### config.mk
export PLATFORM = sky130hd
export DESIGN_NAME = regb_fifo_packer
export DESIGN_NICKNAME = d
export VERILOG_FILES = /design/src/rtl/regb_fifo_packer.sv
export SDC_FILE = /design/constraint.sdc
export NUM_CORES = 1
export LEC_CHECK = 0
export CAP_MARGIN = 40
export CORE_MARGIN = 2
export CORE_UTILIZATION = 44
export DETAILED_ROUTE_END_ITERATION = 8
export PLACE_DENSITY = 0.74
export SYNTH_ARGS = -nofsm -noshare
export SYNTH_HDL_FRONTEND = slang
export SYNTH_SLANG_ARGS = --single-unit
### constraint.sdc
create_clock -name clk -period 2 [get_ports clk]
set_input_delay 0.5 -clock clk [delete_from_list [all_inputs] [get_ports clk]]
set_output_delay 0.5 -clock clk [all_outputs]
set_load 0.05 [all_outputs]
### src/rtl/regb_fifo_packer.sv
// Pops WIDTH-bit words from a register FIFO and packs K of them into one K*WIDTH-bit valid/ready word.
// Define REGB_FIFO_PACKER_FLUSH_EN to add flush/out_count for emitting partially filled words.
module regb_fifo_packer #(
  parameter int WIDTH = 4,
  parameter int K     = 4
) (
  input  logic                  clk,
  input  logic                  res,
  input  logic [WIDTH-1:0]      fifo_rdata,
  input  logic                  fifo_empty,
  output logic                  fifo_shift_out,
`ifdef REGB_FIFO_PACKER_FLUSH_EN
  input  logic                  flush,
  output logic [$clog2(K):0]    out_count,
`endif
  output logic [K*WIDTH-1:0]    out_data,
  output logic                  out_valid,
  input  logic                  out_ready
);
  localparam int IW = $clog2(K);
  localparam int CW = IW + 1;
  localparam logic [IW-1:0] LAST_IDX = IW'(K - 1);

  typedef enum logic {FILL, HOLD} state_e;

  state_e                  state_q, state_d;
  logic [IW-1:0]           idx_q, idx_d;
  logic [K-1:0][WIDTH-1:0] lanes_q, lanes_d;
  logic                    pop;
  logic                    last;
  logic                    flush_go;

  // In HOLD a pop is only safe when the packed word leaves on the same edge.
  assign pop            = ~res & ~fifo_empty & ((state_q == FILL) | out_ready);
  assign fifo_shift_out = pop;
  assign out_valid      = (state_q == HOLD);
  assign out_data       = lanes_q;
  assign last           = (idx_q == LAST_IDX);

`ifdef REGB_FIFO_PACKER_FLUSH_EN
  logic [CW-1:0] cnt_q, cnt_d;

  assign flush_go  = flush & (state_q == FILL) & ((idx_q != '0) | pop);
  assign out_count = cnt_q;

  always_comb begin
    cnt_d = cnt_q;
    if (flush_go)
      cnt_d = CW'(idx_q) + CW'(pop);
    else if ((state_q == FILL) && pop && last)
      cnt_d = CW'(K);
    else if ((state_q == HOLD) && out_ready)
      cnt_d = '0;
  end

  always_ff @(posedge clk or posedge res) begin
    if (res) cnt_q <= '0;
    else     cnt_q <= cnt_d;
  end
`else
  assign flush_go = 1'b0;
`endif

  always_comb begin
    state_d = state_q;
    idx_d   = idx_q;
    lanes_d = lanes_q;
    case (state_q)
      FILL: begin
        if (pop) begin
          lanes_d[idx_q] = fifo_rdata;
          idx_d          = idx_q + 1'b1;
          if (last) begin
            state_d = HOLD;
            idx_d   = '0;
          end
        end
        // A flush seals whatever has been written so far; unwritten lanes stay 0.
        if (flush_go) begin
          state_d = HOLD;
          idx_d   = '0;
        end
      end
      HOLD: begin
        if (out_ready) begin
          state_d = FILL;
          lanes_d = '0;
          idx_d   = '0;
          if (pop) begin
            lanes_d[0] = fifo_rdata;
            idx_d      = IW'(1);
          end
        end
      end
      default: state_d = FILL;
    endcase
  end

  always_ff @(posedge clk or posedge res) begin
    if (res) begin
      state_q <= FILL;
      idx_q   <= '0;
      lanes_q <= '0;
    end else begin
      state_q <= state_d;
      idx_q   <= idx_d;
      lanes_q <= lanes_d;
    end
  end

endmodule

# Yosys cells after proc, flatten, opt, wreduce, memory -nomap -nowiden
# Index checks and enable logic that the tools add are counted.
op_classes:
  add_sub_neg: 1
  n_lt_le_gt_ge: 2
  n_eq_ne: 3
  n_mux: 16
  bitwise: 6
  reduce_logical: 2
ops:
  columns: ["op", "count"]
  rows:
  - ["$mux 16", 2]
  - ["$pmux 16 s2", 1]
  - ["$bwmux 16", 1]
  - ["$demux 4 s2", 1]
  - ["$mux 4", 2]
  - ["$mux 2", 3]
  - ["$mux 1", 4]
  - ["$ne 2x2->1 const B", 2]
  - ["$pmux 2 s2", 1]
  - ["$lt 2x3->1 const B", 1]
  - ["$not 1->1", 3]
  - ["$add 2x1->2 const B", 1]
  - ["$and 1x1->1", 2]
  - ["$eq 2x2->1 const B", 1]
  - ["$ge 2x1->1 const B", 1]
  - ["$pmux 1 s2", 1]
  - ["$reduce_and 2->1", 1]
  - ["$logic_and 1x1->1", 1]
  - ["$or 1x1->1", 1]
word_totals:
  register_bits: 19
  out_inout_bits: 18

# Longest topological paths before layout
# Gate-level depths: netlist (run 1).
logic_depth:
  depth_word: 7
  mapped_depth: 6

# Least setup slack after synthesis (run 1)
# Ideal clock, no wire load.
synth_timing:
  kind: "register -> output"
  startpoint: "register state_q, in the netlist out_valid"
  endpoint: "output fifo_shift_out"
  t_arrival_ns: 2.039
  slack_ns: -0.539
  stages_incl_launch_ff: 4
  n_path_buf: 1
  path_cell_list: "dfrtp_1 nor2b_1 clkbuf_1 nor3_1"
synth_between:
  elab_chain_cells: 3
synth_rtl:
  columns: ["item", "line_no", "source"]
  rows:
  - ["start: declaration", "26", "state_e state_q, state_d;"]
  - ["start signal: assignment", "105", "state_q <= state_d;"]
  - ["$not 1->1", null, null]
  - ["$or 1x1->1", "34", "assign pop = ~res & ~fifo_empty & ((state_q == FILL) | out_ready);"]
  - ["$and 1x1->1", "34", null]
  - ["end: declaration", "11", "output logic fifo_shift_out,"]
# Every way passes these cells.

# Final worst setup path (run 1)
layout_timing:
  startpoint: "input fifo_empty"
  endpoint: "output fifo_shift_out"
layout_between:
  elab_chain_cells: 3
layout_rtl:
  columns: ["item", "line_no", "source"]
  rows:
  - ["start: declaration", "10", "input logic fifo_empty,"]
  - ["$not 1->1", "34", null]
  - ["$and 1x1->1 (2 in series)", "34", null]
# Every way passes these cells.

==> results of run 1 <==
cells by family after synthesis:
| logic type | after synthesis |
|---|---|
| AO/OA/AOI/OAI | 31 |
| adder cells (fa/ha/maj) | 4 |
| buffers and inverters | 10 |
| flip-flops | 19 |
| multiplexers | 7 |
| AND/OR/NAND/NOR | 25 |
registers in the layout (all words and copies together) (netlist names):
name       cells
idx_q          2
out_valid      1
out_data      16
cell usage after synthesis, drive strengths merged:
cell type / n / share of area
a22o: 7 / 0.063
dfrtp: 19 / 0.49
nor2b: 5 / 0.032
clkbuf: 4 / 0.015
nor3: 1 / 0.0051
ha: 4 / 0.051
o31ai: 1 / 0.0077
a21o: 2 / 0.015
inv: 4 / 0.015
buf: 2 / 0.010
nor3b: 1 / 0.013
or3b: 3 / 0.027
a31oi: 8 / 0.051
nand2b: 1 / 0.0064
a22oi: 4 / 0.031
o22ai: 1 / 0.0064
nor2: 3 / 0.011
nand2: 11 / 0.042
mux2i: 7 / 0.072
o21ai: 8 / 0.041
placed cells by master (no fill, tap or decap):
master / instances
dlymetal6s2s_1: 4
a21o_1: 2
buf_12: 2
a22oi_1: 4
inv_1: 4
a22o_1: 7
clkdlybuf4s50_1: 5
nor2b_1: 5
nand2b_1: 1
dfrtp_1: 19
clkinv_2: 1
nand2_1: 11
a31oi_1: 8
o22ai_1: 1
buf_6: 1
ha_1: 4
nor3_4: 1
or3b_1: 2
or3b_2: 1
nor2_1: 3
mux2i_1: 7
o21ai_0: 8
nor3b_2: 1
buf_4: 21
clkbuf_4: 3
o31ai_1: 1
per-layer routing:
layer	vias up	share of wire
met1	392	0.44
met3	2	0.056
met4	0	0.0072
met5	-	0
met2	32	0.49
li1	407	-
final cells by class:
cell class | count | area, µm²
Fill cell | 193 | 810.8
Sequential cell | 19 | 475.5
Multi-Input combinational cell | 67 | 475.5
Timing Repair Buffer | 33 | 309.0
Tap cell | 28 | 35.03
Clock buffer | 3 | 22.52
Inverter | 4 | 15.01
Clock inverter | 1 | 5.005
final timing paths:
kind | cells past startpoint | end | startpoint
min in group clk | 1 | out_data[8] | out_data[8]
hold reg to reg | 1 | out_data[8] | out_data[8]
max in group asynchronous | 3 | idx_q[0] | res
setup / recovery | 3 | fifo_shift_out | fifo_empty
setup reg to reg | 5 | out_data[3] | idx_q[1]
hold / removal | 2 | out_data[5] | res
per-stage QoR:
stage          power, mW  worst slack [ns]  instances  hold WS (ns)  cell area, µm²
2_1_floorplan      1.617           0.07023         96        0.4511           991.0
3_3_place_gp       2.017          -0.03051        151        0.4879            1296
3_5_place_dp       2.057          -0.05754        151        0.4911            1296
4_1_cts            2.260          0.008953        155        0.5222            1328
5_1_grt            2.369           0.03757        155        0.3066            1338
6_report           2.239           0.08995        155        0.2867            1338
power groups by stage:
stage          logic, mW  clock network [mW]  registers (mW)
2_1_floorplan      0.383                   0            1.23
6_report            1.35               0.198           0.694
3_3_place_gp        1.32                   0           0.696
3_5_place_dp        1.35                   0           0.704
4_1_cts             1.36               0.203           0.697
5_1_grt             1.43               0.223           0.720
critical path, cell delays in order:
cell	delay, ns
clkdlybuf4s50_1	0.54
nor3_4	0.19
buf_6	0.18
repair_timing:
item,in CTS,in global routing
gates resized for setup,1,4
endpoints found under the setup margin,1,3
pin swaps,0,1
==> run metrics, run 1 <==
status=complete, no violations; CTS hold repair buffers=0; std cell rows=17; DR vias=833; TritonRoute pass-1 iters=4; CP max FO=6; fraction of layout cells with a size suffix above 1=0.2441; largest net degree at the start of global routing=25; CTS tree=done; Die Span Y=51.19 µm; Routed wire per std cell=15.21 µm; Post-Syn Nets=108; clk root buf=clkbuf_4; layout net count=140; FF+latch count, synth=19; post-synthesis cell type count=21; io pins=26; Final Cycle Share=0.9550; met2 usage=0.3225; switching share of power=0.5033; critical path arrival=1.41 ns; CTS sink cnt=19; met3 Use GR=0.04094; Fin Setup TNS=0 ns; Post-Synthesis Cells=96; CTS Buf Count=3; Syn Area/Cell=10.21 µm²; post-CTS setup buffer count=0; LEAKAGE=0.6656 nW; Critical Path End Type=output port; Clk pwr share=0.088; area of the core=2148 µm²; share of power burned in registers=0.310; Max Slew Vio Count=0; DRT Wirelength=2357 µm; clk buf depth=2; Cell Pwr Density=1674 nW/µm²; PortBufs=25; Total GRT Usage=0.1976; first-pass GRT wire length=3795 µm; Hold Violations, Final=0; initial antenna violation count=0; H-tree depth=1; sequential element share of the synthesized area=0.4853; HPWL after DPL=1736 µm; largest family of logic cells by synthesized area=compound AO/OA/AOI/OAI gates; vias in the first global route=791; final setup violation count=0; DRT iter0 DRCs=14; clock transition at the registers of the reported paths=0.12 ns; mux share of post-synthesis cell area=0.07152; simple-gate area share of the yosys netlist=0.1367; Worst VDD drop=1.043 mV; NetSw=1.127 mW; xor and xnor area share after synthesis=0; FMAX=523.5 MHz; worst reg-to-reg setup slack=0.38 ns; GRT Residual Overflow=0; worst hold-check path type=in2async; Mapped Area=979.7 µm²; Post-route DRC=0; Layout area overhead=36.53%; die width=51.19 µm; kind of critical path=in2out; Critical Path Start Type=input port; Die Area=2620 µm²; Tmin final=1.910 ns; DRT antenna net count=0; met1 global-route usage=0.2662; final RePlAce weighted congestion=0.7351; Synth Area in Compound Gates=0.2146; Int Pwr=1.112 mW; post-layout util=0.6226; synth warn=0; # diodes=0; clock skew=0.005424 ns; clk_lat worst skew=0.30 ns; Tightest Pin Transition=0.5000 ns; adder-cell share of the synthesized area=0.05109; Comb pwr share=0.602; GRT busiest layer=met2; DR vias/cell=5.374; Req. time, crit path=1.50 ns; Max Cap Violations=0; Initial Util=0.4560; RSZ-0062 raised after global routing=no; Slew HR=0.6661
No activity file was read; power rests on OpenSTA's default activity.
==> run 2: changes to the inputs <==
--- a/config.mk
+++ b/config.mk
@@ -10,6 +10,8 @@
 export CORE_UTILIZATION = 44
 export DETAILED_ROUTE_END_ITERATION = 8
 export PLACE_DENSITY = 0.74
+export SLEW_MARGIN = 20
 export SYNTH_ARGS = -nofsm -noshare
 export SYNTH_HDL_FRONTEND = slang
 export SYNTH_SLANG_ARGS = --single-unit
+export TNS_END_PERCENT = 50
==> results of run 2 <==
The final DEF is identical to that of run 1; final timing and power are the same.
==> run 3: changes to the inputs <==
--- a/config.mk
+++ b/config.mk
@@ -9,6 +9,7 @@
 export CORE_MARGIN = 2
 export CORE_UTILIZATION = 44
 export DETAILED_ROUTE_END_ITERATION = 8
+export GPL_TIMING_DRIVEN = 0
 export PLACE_DENSITY = 0.74
 export SLEW_MARGIN = 20
 export SYNTH_ARGS = -nofsm -noshare
==> run 3 against run 2 <==
Net effect: clock-buffer cell count grew 1; core utilization fell by 0.29 points; power shrank 0.28%; clock power is essentially flat; global-route usage grew 0.34 points; fmax shrank 3.0%; critical path depth up 1; largest cell class is now multi-input gates; register-to-register slack got worse by 0.07 ns; first-iteration DRC count increased by 100%; hold slack gained 0.20 ns; highest routed layer unchanged; combinational power about the same.
==> run metrics, run 3 (synthesis results as in run 1) <==
vias in the first global route=795 (+0.51%); Int Pwr=1.113 mW (about the same); die width=51.19 µm (unchanged); Buf/Inv on CP=2 (unchanged); clk_lat worst skew=0.30 ns (about the same); CTS hold repair buffers=0 (unchanged); NetSw=1.120 mW (-0.64%); Fin Setup TNS=0 ns (unchanged); final setup violation count=0 (unchanged); worst hold-check path type=in2async; Cell Pwr Density=1677 nW/µm² (+0.19%); Hold Violations, Final=0 (unchanged); Pwr Total=2.233 mW (-0.28%); hold slack=0.4823 ns (+0.1956 ns); initial antenna violation count=0 (unchanged); r2r startpoint=idx_q[1]; DR vias=847 (+1.7%); Tmin final=1.970 ns (+0.05988 ns); TritonRoute pass-1 iters=4 (unchanged); post-CTS setup buffer count=0 (unchanged); Die Span Y=51.19 µm (unchanged); clock transition at the registers of the reported paths=0.11 ns (about the same); GRT Residual Overflow=0 (unchanged); Initial Util=0.4560 (unchanged); DR vias/cell=5.572 (+3.7%); clk root buf=clkbuf_4; critical path arrival=1.47 ns (+0.06 ns); status=complete, no violations; Top Family by Delay on Critical Path=buffers and inverters; DRT Wirelength=2456 µm (+4.2%); kind of critical path=in2out; HPWL after DPL=1647 µm (-5.1%); Tightest Pin Transition=0.7582 ns (+0.2582 ns); slowest cell on the critical path=clkdlybuf4s50_1; Final Cycle Share=0.9850 (+0.02994); Layout area overhead=35.89%; post-place setup slack=-0.7323 ns (-0.6748 ns); commonest non-fill, non-tap cell in the layout=dfrtp_1; Worst VDD drop=1.019 mV (-2.2%); # diodes=0 (unchanged); Total GRT Usage=0.2010 (+0.003386); CTS tree=done; std cell rows=17 (unchanged); Max Cap Violations=0 (unchanged); share of power burned in registers=0.312 (+0.002); DRT iter0 DRCs=28 (+14); CTS Buf Count=3 (unchanged); Post-route DRC=0 (unchanged); largest net degree at the start of global routing=20 (-20%); Routed wire per std cell=16.16 µm (+6.3%); layout net count=137 (-2.1%); Max Slew Vio Count=0 (unchanged); final RePlAce weighted congestion=0.7737 (+5.3%); Comb pwr share=0.600 (-0.002); DRT antenna net count=0 (unchanged); io pins=26 (unchanged); area of the core=2148 µm² (unchanged); max reg flops=16 (unchanged); Final Worst Setup Slack=0.03007 ns (-0.05988 ns); RSZ-0062 raised after global routing=yes; critical path launch point=out_ready; Critical Path Start Type=input port; fraction of layout cells with a size suffix above 1=0.08065 (-0.1634); clk buf depth=2 (unchanged); clock skew=0.008043 ns (+0.002619 ns); Req. time, crit path=1.50 ns (about the same); CP max FO=9 (+3); FMAX=507.6 MHz (-3.0%); H-tree depth=1 (unchanged); switching share of power=0.5015 (-0.001816); max incr delay on CP=0.48 ns (-0.06 ns); Die Area=2620 µm² (unchanged); Critical Path End Type=output port; post-layout util=0.6197 (-0.002913); CTS sink cnt=19 (unchanged); Clk pwr share=0.088 (about the same); LEAKAGE=0.7048 nW (+5.9%); commonest cells after routing, fill and taps aside=dfrtp_1, nand2_1, dlymetal6s2s_1, clkdlybuf4s50_1; Slew HR=0.4940 (-0.1721); critical-path cell list=clkdlybuf4s50_1 -> nor2b_4 -> nor3_4 -> buf_6; PortBufs=25 (unchanged); first-pass GRT wire length=3795 µm (unchanged)
[run 3: metrics by stage]
step	cell area, µm²	std cells
global route	1331	152
finish	1331	152
detailed placement	1276	149
floorplan	991.0	96
CTS	1304	153
global placement	1276	149
[run 3: worst paths after layout]
| kind | end | slack, ns | depth (start not counted) |
|---|---|---|---|
| max | fifo_shift_out | 0.03 | 4 |
| min | out_data[5] | 0.48 | 2 |
| max reg2reg | out_data[1] | 0.31 | 5 |
| min reg2reg | out_data[13] | 0.51 | 1 |
| max in group asynchronous | out_data[13] | 1.04 | 2 |
| min in group clk | out_data[13] | 0.51 | 1 |
[run 3: power by group through the flow]
stage | Sequential, mW | Combinational, mW | Clock (mW)
floorplan | 1.23 | 0.383 | 0
global placement | 0.698 | 1.34 | 0
detailed placement | 0.704 | 1.36 | 0
CTS | 0.703 | 1.35 | 0.200
global route | 0.726 | 1.41 | 0.214
finish | 0.696 | 1.34 | 0.197
[run 3: repair_timing]
action                     in CTS  in global routing
gates resized for setup        12                 13
pin swaps                       0                  0
setup endpoints to repair       4                 11
[run 3: final cells by class]
type / count / area, µm²
fill: 195 / 817.0
tap: 28 / 35.03
sequential: 19 / 475.5
timing repair buffer: 25 / 275.3
clock buffer: 4 / 26.28
inverter: 4 / 15.01
multi-input combinational: 67 / 483.0
buffer: 5 / 21.27
[run 3: layer usage]
| metal | track usage | part of all wire |
|---|---|---|
| met3 | 0.03216 | 0.055 |
| met2 | 0.3225 | 0.48 |
| met5 | 0 | 0 |
| met4 | 0.05405 | 0.0061 |
| met1 | 0.2817 | 0.45 |
==> patch 1: new RTL, settings of run 1 <==
Set the parameter `WIDTH` to 5 (it was 4).
--- a/src/rtl/regb_fifo_packer.sv
+++ b/src/rtl/regb_fifo_packer.sv
@@ -1,7 +1,7 @@
 // Pops WIDTH-bit words from a register FIFO and packs K of them into one K*WIDTH-bit valid/ready word.
 // Define REGB_FIFO_PACKER_FLUSH_EN to add flush/out_count for emitting partially filled words.
 module regb_fifo_packer #(
-  parameter int WIDTH = 4,
+  parameter int WIDTH = 5,
   parameter int K     = 4
 ) (
   input  logic                  clk,
Interface: changed (resized fifo_rdata and out_data); port bits go from 26 to 31. The function was not compared with the original's and may differ.
==> patch 1 against run 1 <==
- clock power rose by 16%
- synthesized cell count rose by 31%
- worst setup slack got worse by 0.022 ns
- first-iteration DRC count fell by 7.1%
- fmax fell by 1.1%
- final area rose by 17%
- synthesized area rose by 21%
- routed wire length rose by 10%
- sequential cell count rose by 4
- total power rose by 9.9%
- critical path depth rose by 1
- highest routed layer unchanged
==> patch 1: results (changes against run 1) <==
- Status: finished clean (unchanged)
- Pleak: 0.000714 uW (was 0.000666 uW)
- First-pass GRT wire length: 4470 microns (was 3800 microns)
- Syn nets: 139 (was 108)
- Post-synth cell types: 25 (was 21)
- Synth Warn #: 0 (unchanged)
- Clock Root Buffer: clkbuf_4 (unchanged)
- DRC errors left: 0 (unchanged)
- Slew margin rel.: 66.8% (was 66.6%)
- Post-synth top flop: dfrtp_1 (unchanged)
- Grt total ovfl: 0 (unchanged)
- Top cells by area, synth: dfrtp_1, nand2_1, o21ai_0, ha_1, nor4b_4 (was dfrtp_1, mux2i_1, a22o_1, a31oi_1, ha_1)
- Post-CTS Setup Inserts: 0 (unchanged)
- Layout cell share with drive strength beyond 1: 24.7% (was 24.4%)
- Deepest clock path buffer count: 2 (unchanged)
- Post-synth top cells: nand2_1, dfrtp_1, o21ai_0, a21oi_1 (was dfrtp_1, nand2_1, a31oi_1, o21ai_0)
- IR drop worst, VDD: 1.06 mV (was 1.04 mV)
- # fillers: 225 (was 193)
- Final net count: 176 (was 140)
- DR vias: 1030 (was 833)
- GPL Wtd Cong: 0.785 (was 0.735)
- First-pass DRT Iterations: 4 (unchanged)
- Path depth of the worst reg2reg path: 5 (unchanged)
- Vias in the first global route: 1010 (was 791)
- Initial antenna violation count: 0 (unchanged)
- Reg clk slew, reported paths: 0.14 ns (was 0.12 ns)
- CTS buffer count: 3 (unchanged)
- Worst hold path type: reg -> reg (was in -> async)
- DPL Wire Length: 1920 microns (was 1740 microns)
- H-tree Lvls: 1 (unchanged)
- Critical Path AT: 1.43 ns (was 1.41 ns)
- CP Max Fanout: 3 (was 6)
- Clock Skew: 0.00909 ns (was 0.00542 ns)
- Post-Route WL: 2600 microns (was 2360 microns)
- Port Buffers: 30 (was 25)
- Antenna diode count: 0 (unchanged)
- Max reg flops: 20 (was 16)
- First DRT Iteration DRCs: 13 (was 14)
- Hold Path Depth: 2
- Sequential share of the synthesized area: 48.4% (was 48.5%)
- Largest net degree at the start of global routing: 20 (was 25)
- GR Util All Layers: 17.5% (was 19.8%)
- Async SR Flop Fraction: 100% (unchanged)
- Clk Latency, worst-skew pair: 0.31 ns
- P_int: 1220 uW (was 1110 uW)
- Pre-CTS setup slack: 0.0634 ns (was -0.0575 ns)
[patch 1: cell types whose count changed after synthesis, moves of 3 or more]
cell / run 1 / this run
a21oi_1: 0 / 6
a22o_1: 7 / 1
a31oi_1: 8 / 5
dfrtp_1: 19 / 23
mux2i_1: 7 / 0
nand2_1: 11 / 36
nor2_1: 3 / 0
o21ai_0: 8 / 16
[patch 1: worst paths after layout]
check	to	from	slack [ns]
setup reg to reg	out_data[4]	idx_q[0]	0.55
min in group asynchronous	out_valid	res	0.69
hold reg to reg	out_data[7]	out_data[7]	0.53
max in group asynchronous	idx_q[1]	res	0.92
setup / recovery	fifo_shift_out	out_ready	0.07
hold / removal	out_data[7]	out_data[7]	0.53
[patch 1: cells by family (layout without fill, tap and decap cells)]
family	Yosys count	count (layout)	share of synthesized area, %
and+or+nand+nor	53	53	25.2
AOI/OAI and AO/OA	36	36	17.2
DFF	23	23	48.4
adders and majority gates	4	4	4.21
buffers and inverters	10	46	4.94
[patch 1: cell type report]
cell class	instances	share of cell area, %
Timing Repair Buffer	39	22.5
Multi-Input combinational cell	93	35.6
Clock buffer	3	1.44
Tap cell	30	2.40
Inverter	3	0.721
Clock inverter	1	0.481
Sequential cell	23	36.9
[patch 1: critical path, cell delays in order]
cell and delay (ns):
clkdlybuf4s50_1 0.47, nand2b_1 0.14, and2_1 0.18, buf_12 0.14
[patch 1: metal layers]
metal  vias up  wire length (microns)  track usage [%]
met5         -                      0                0
met4         0                     53             7.14
met3         6                     83             2.79
met2        24                   1250             27.4
met1       496                   1210             24.1
li1        504                      -                -
[patch 1: repair_timing]
action	in CTS	in global routing
hold buffers	0	0
setup endpoints to repair	1	0
gates resized for setup	1	0
[patch 1: power by group through the flow]
stage / registers, uW / clock network, uW / logic [uW]
6_report: 787 / 229 / 1440
5_1_grt: 818 / 251 / 1550
4_1_cts: 789 / 236 / 1460
3_5_place_dp: 799 / 0 / 1460
3_3_place_gp: 793 / 0 / 1430
2_1_floorplan: 1410 / 0 / 406
[patch 1: metrics by stage]
stage               power [uW]  util (%)  cell area, sq um  hold WS (ns)  instances
floorplan                 1810         -              1190         0.516        126
finish                    2460      61.9              1560         0.534        192
global route              2620      61.9              1560         0.572        192
global placement          2230      60.8              1530         0.515        188
CTS                       2480      61.9              1560         0.536        192
detailed placement        2260      60.8              1530         0.518        188
==> patch 2: new RTL, config.mk and constraints of run 1 <==
Made on the original files. The option `REGB_FIFO_PACKER_FLUSH_EN` is turned on by a define.
--- a/src/rtl/regb_fifo_packer.sv
+++ b/src/rtl/regb_fifo_packer.sv
@@ -1,5 +1,7 @@
 // Pops WIDTH-bit words from a register FIFO and packs K of them into one K*WIDTH-bit valid/ready word.
 // Define REGB_FIFO_PACKER_FLUSH_EN to add flush/out_count for emitting partially filled words.
+`define REGB_FIFO_PACKER_FLUSH_EN
+
 module regb_fifo_packer #(
   parameter int WIDTH = 4,
   parameter int K     = 4
Interface: changed (added flush and out_count); port bits go from 26 to 30. The function was not compared with the original's and may differ.
==> patch 2 against run 1 <==
- global-route usage decreased by 1.3 points
- sequential share of layout area decreased by 1.3 points
- synthesized area increased by 20%
- routed wire length increased by 17%
- synthesized cell count increased by 24%
- first-iteration DRC count increased by 130%
- clock skew increased by 0.0084 ns
- total power increased by 1.4%
- via count increased by 20%
- sequential cell count increased by 3
- worst setup slack got worse by 0.067 ns
- fmax decreased by 3.4%
- final area increased by 20%
- largest cell class is now multi-input gates
==> patch 2: results (changes against run 1) <==
- Switching part of the total: 47.9% (was 50.3%)
- Pre-CTS setup slack: -0.0693 ns (was -0.0575 ns)
- Layout cell share with drive strength beyond 1: 29.6% (was 24.4%)
- Largest stage delay, worst path: 0.42 ns (was 0.54 ns)
- Worst hold path type: reg -> reg (was in -> async)
- First DRT Iteration DRCs: 32 (was 14)
- DPL Wire Length: 2120 microns (was 1740 microns)
- Final net count: 179 (was 140)
- IR drop worst, VDD: 1.04 mV (about the same)
- Status: finished clean (unchanged)
- Top cells by area, synth: dfrtp_1, ha_1, a22o_1, a21oi_1, mux2_2 (was dfrtp_1, mux2i_1, a22o_1, a31oi_1, ha_1)
- Port Buffers: 29 (was 25)
- Vias per inst: 5.22 (was 5.37)
- Met3 WL post-DR: 110 microns (was 131 microns)
- Sequential share of the synthesized area: 46.8% (was 48.5%)
- CP Max Fanout: 4 (was 6)
- GRT met2 Usage: 32.0% (was 32.3%)
- Post-synth cell types: 27 (was 21)
- Routed len/inst: 14.3 microns (was 15.2 microns)
- Hold slack: 0.511 ns (was 0.287 ns)
- First-pass GRT wire length: 4530 microns (was 3800 microns)
- # fillers: 217 (was 193)
- Path depth of the worst reg2reg path: 7 (was 5)
- Sequential power share: 31.6% (was 31.0%)
- Reg clk slew, reported paths: 0.10 ns (was 0.12 ns)
- Global routing usage on met1: 23.7% (was 26.6%)
- Tightest Pin Transition: 0.505 ns (was 0.500 ns)
- RR Endpoint: out_data[0] (was out_data[3])
- Top Layer Used: met3 (was met4)
- DP Area: 0.00156 sq mm (was 0.00130 sq mm)
- WL met1: 1230 microns (was 1040 microns)
- Clock Skew: 0.0138 ns (was 0.00542 ns)
- FF-to-FF Start: idx_q[0] (was idx_q[1])
- Syn nets: 134 (was 108)
- Post-synth top cells: dfrtp_1, nor2_1, a21oi_1, nand2_1 (was dfrtp_1, nand2_1, a31oi_1, o21ai_0)
-- patch 2: changes by cell type after synthesis, sizes merged, moves of 3 or more --
cell / delta
a21oi: +10
a22oi: -4
a31oi: -4
dfrtp: +3
inv: +3
mux2: +4
mux2i: -4
nand3: +4
nor2: +7
or2: +3
or3b: -3
-- patch 2: repair_timing --
action,CTS,global route
gates resized for setup,3,2
buffers inserted,0,1
pin swaps,0,2
setup endpoints to repair,1,3
-- patch 2: cell families after synthesis --
kind of cell | synth area share [%]
AND/OR/NAND/NOR | 15.2
buffers and inverters | 5.10
flip-flops | 46.8
AO/OA/AOI/OAI | 20.2
multiplexers | 6.38
adder cells (fa/ha/maj) | 6.38
-- patch 2: metrics by stage --
| stage | utilization [%] | total power (uW) | instances |
|---|---|---|---|
| final | 64.2 | 2270 | 192 |
| after global routing | 64.2 | 2420 | 192 |
| after CTS | 63.7 | 2290 | 191 |
| after detailed placement | 62.4 | 2090 | 188 |
| after global placement | 62.4 | 2050 | 188 |
| after floorplan | - | 1630 | 119 |
-- patch 2: layout make-up --
type	instances	area (sq um)	area share (%)
timing repair buffer	46	392	24.4
multi-input combinational	84	577	35.9
clock buffer	3	22.5	1.40
sequential	22	551	34.3
tap	30	37.5	2.34
inverter	7	26.3	1.64
-- patch 2: how the worst max path moves through the flow --
stage | slack, ns | depth (start not counted) | from | endpoint
2_1_floorplan | 0.13 | 3 | out_valid | fifo_shift_out
4_1_cts | 0.007 | 1 | out_data[4] | out_data[4]
3_3_place_gp | 0.004 | 6 | fifo_empty | out_count[1]
3_5_place_dp | -0.07 | 6 | fifo_empty | out_count[1]
6_report | 0.02 | 4 | res | fifo_shift_out
5_1_grt | 0.004 | 5 | out_ready | fifo_shift_out
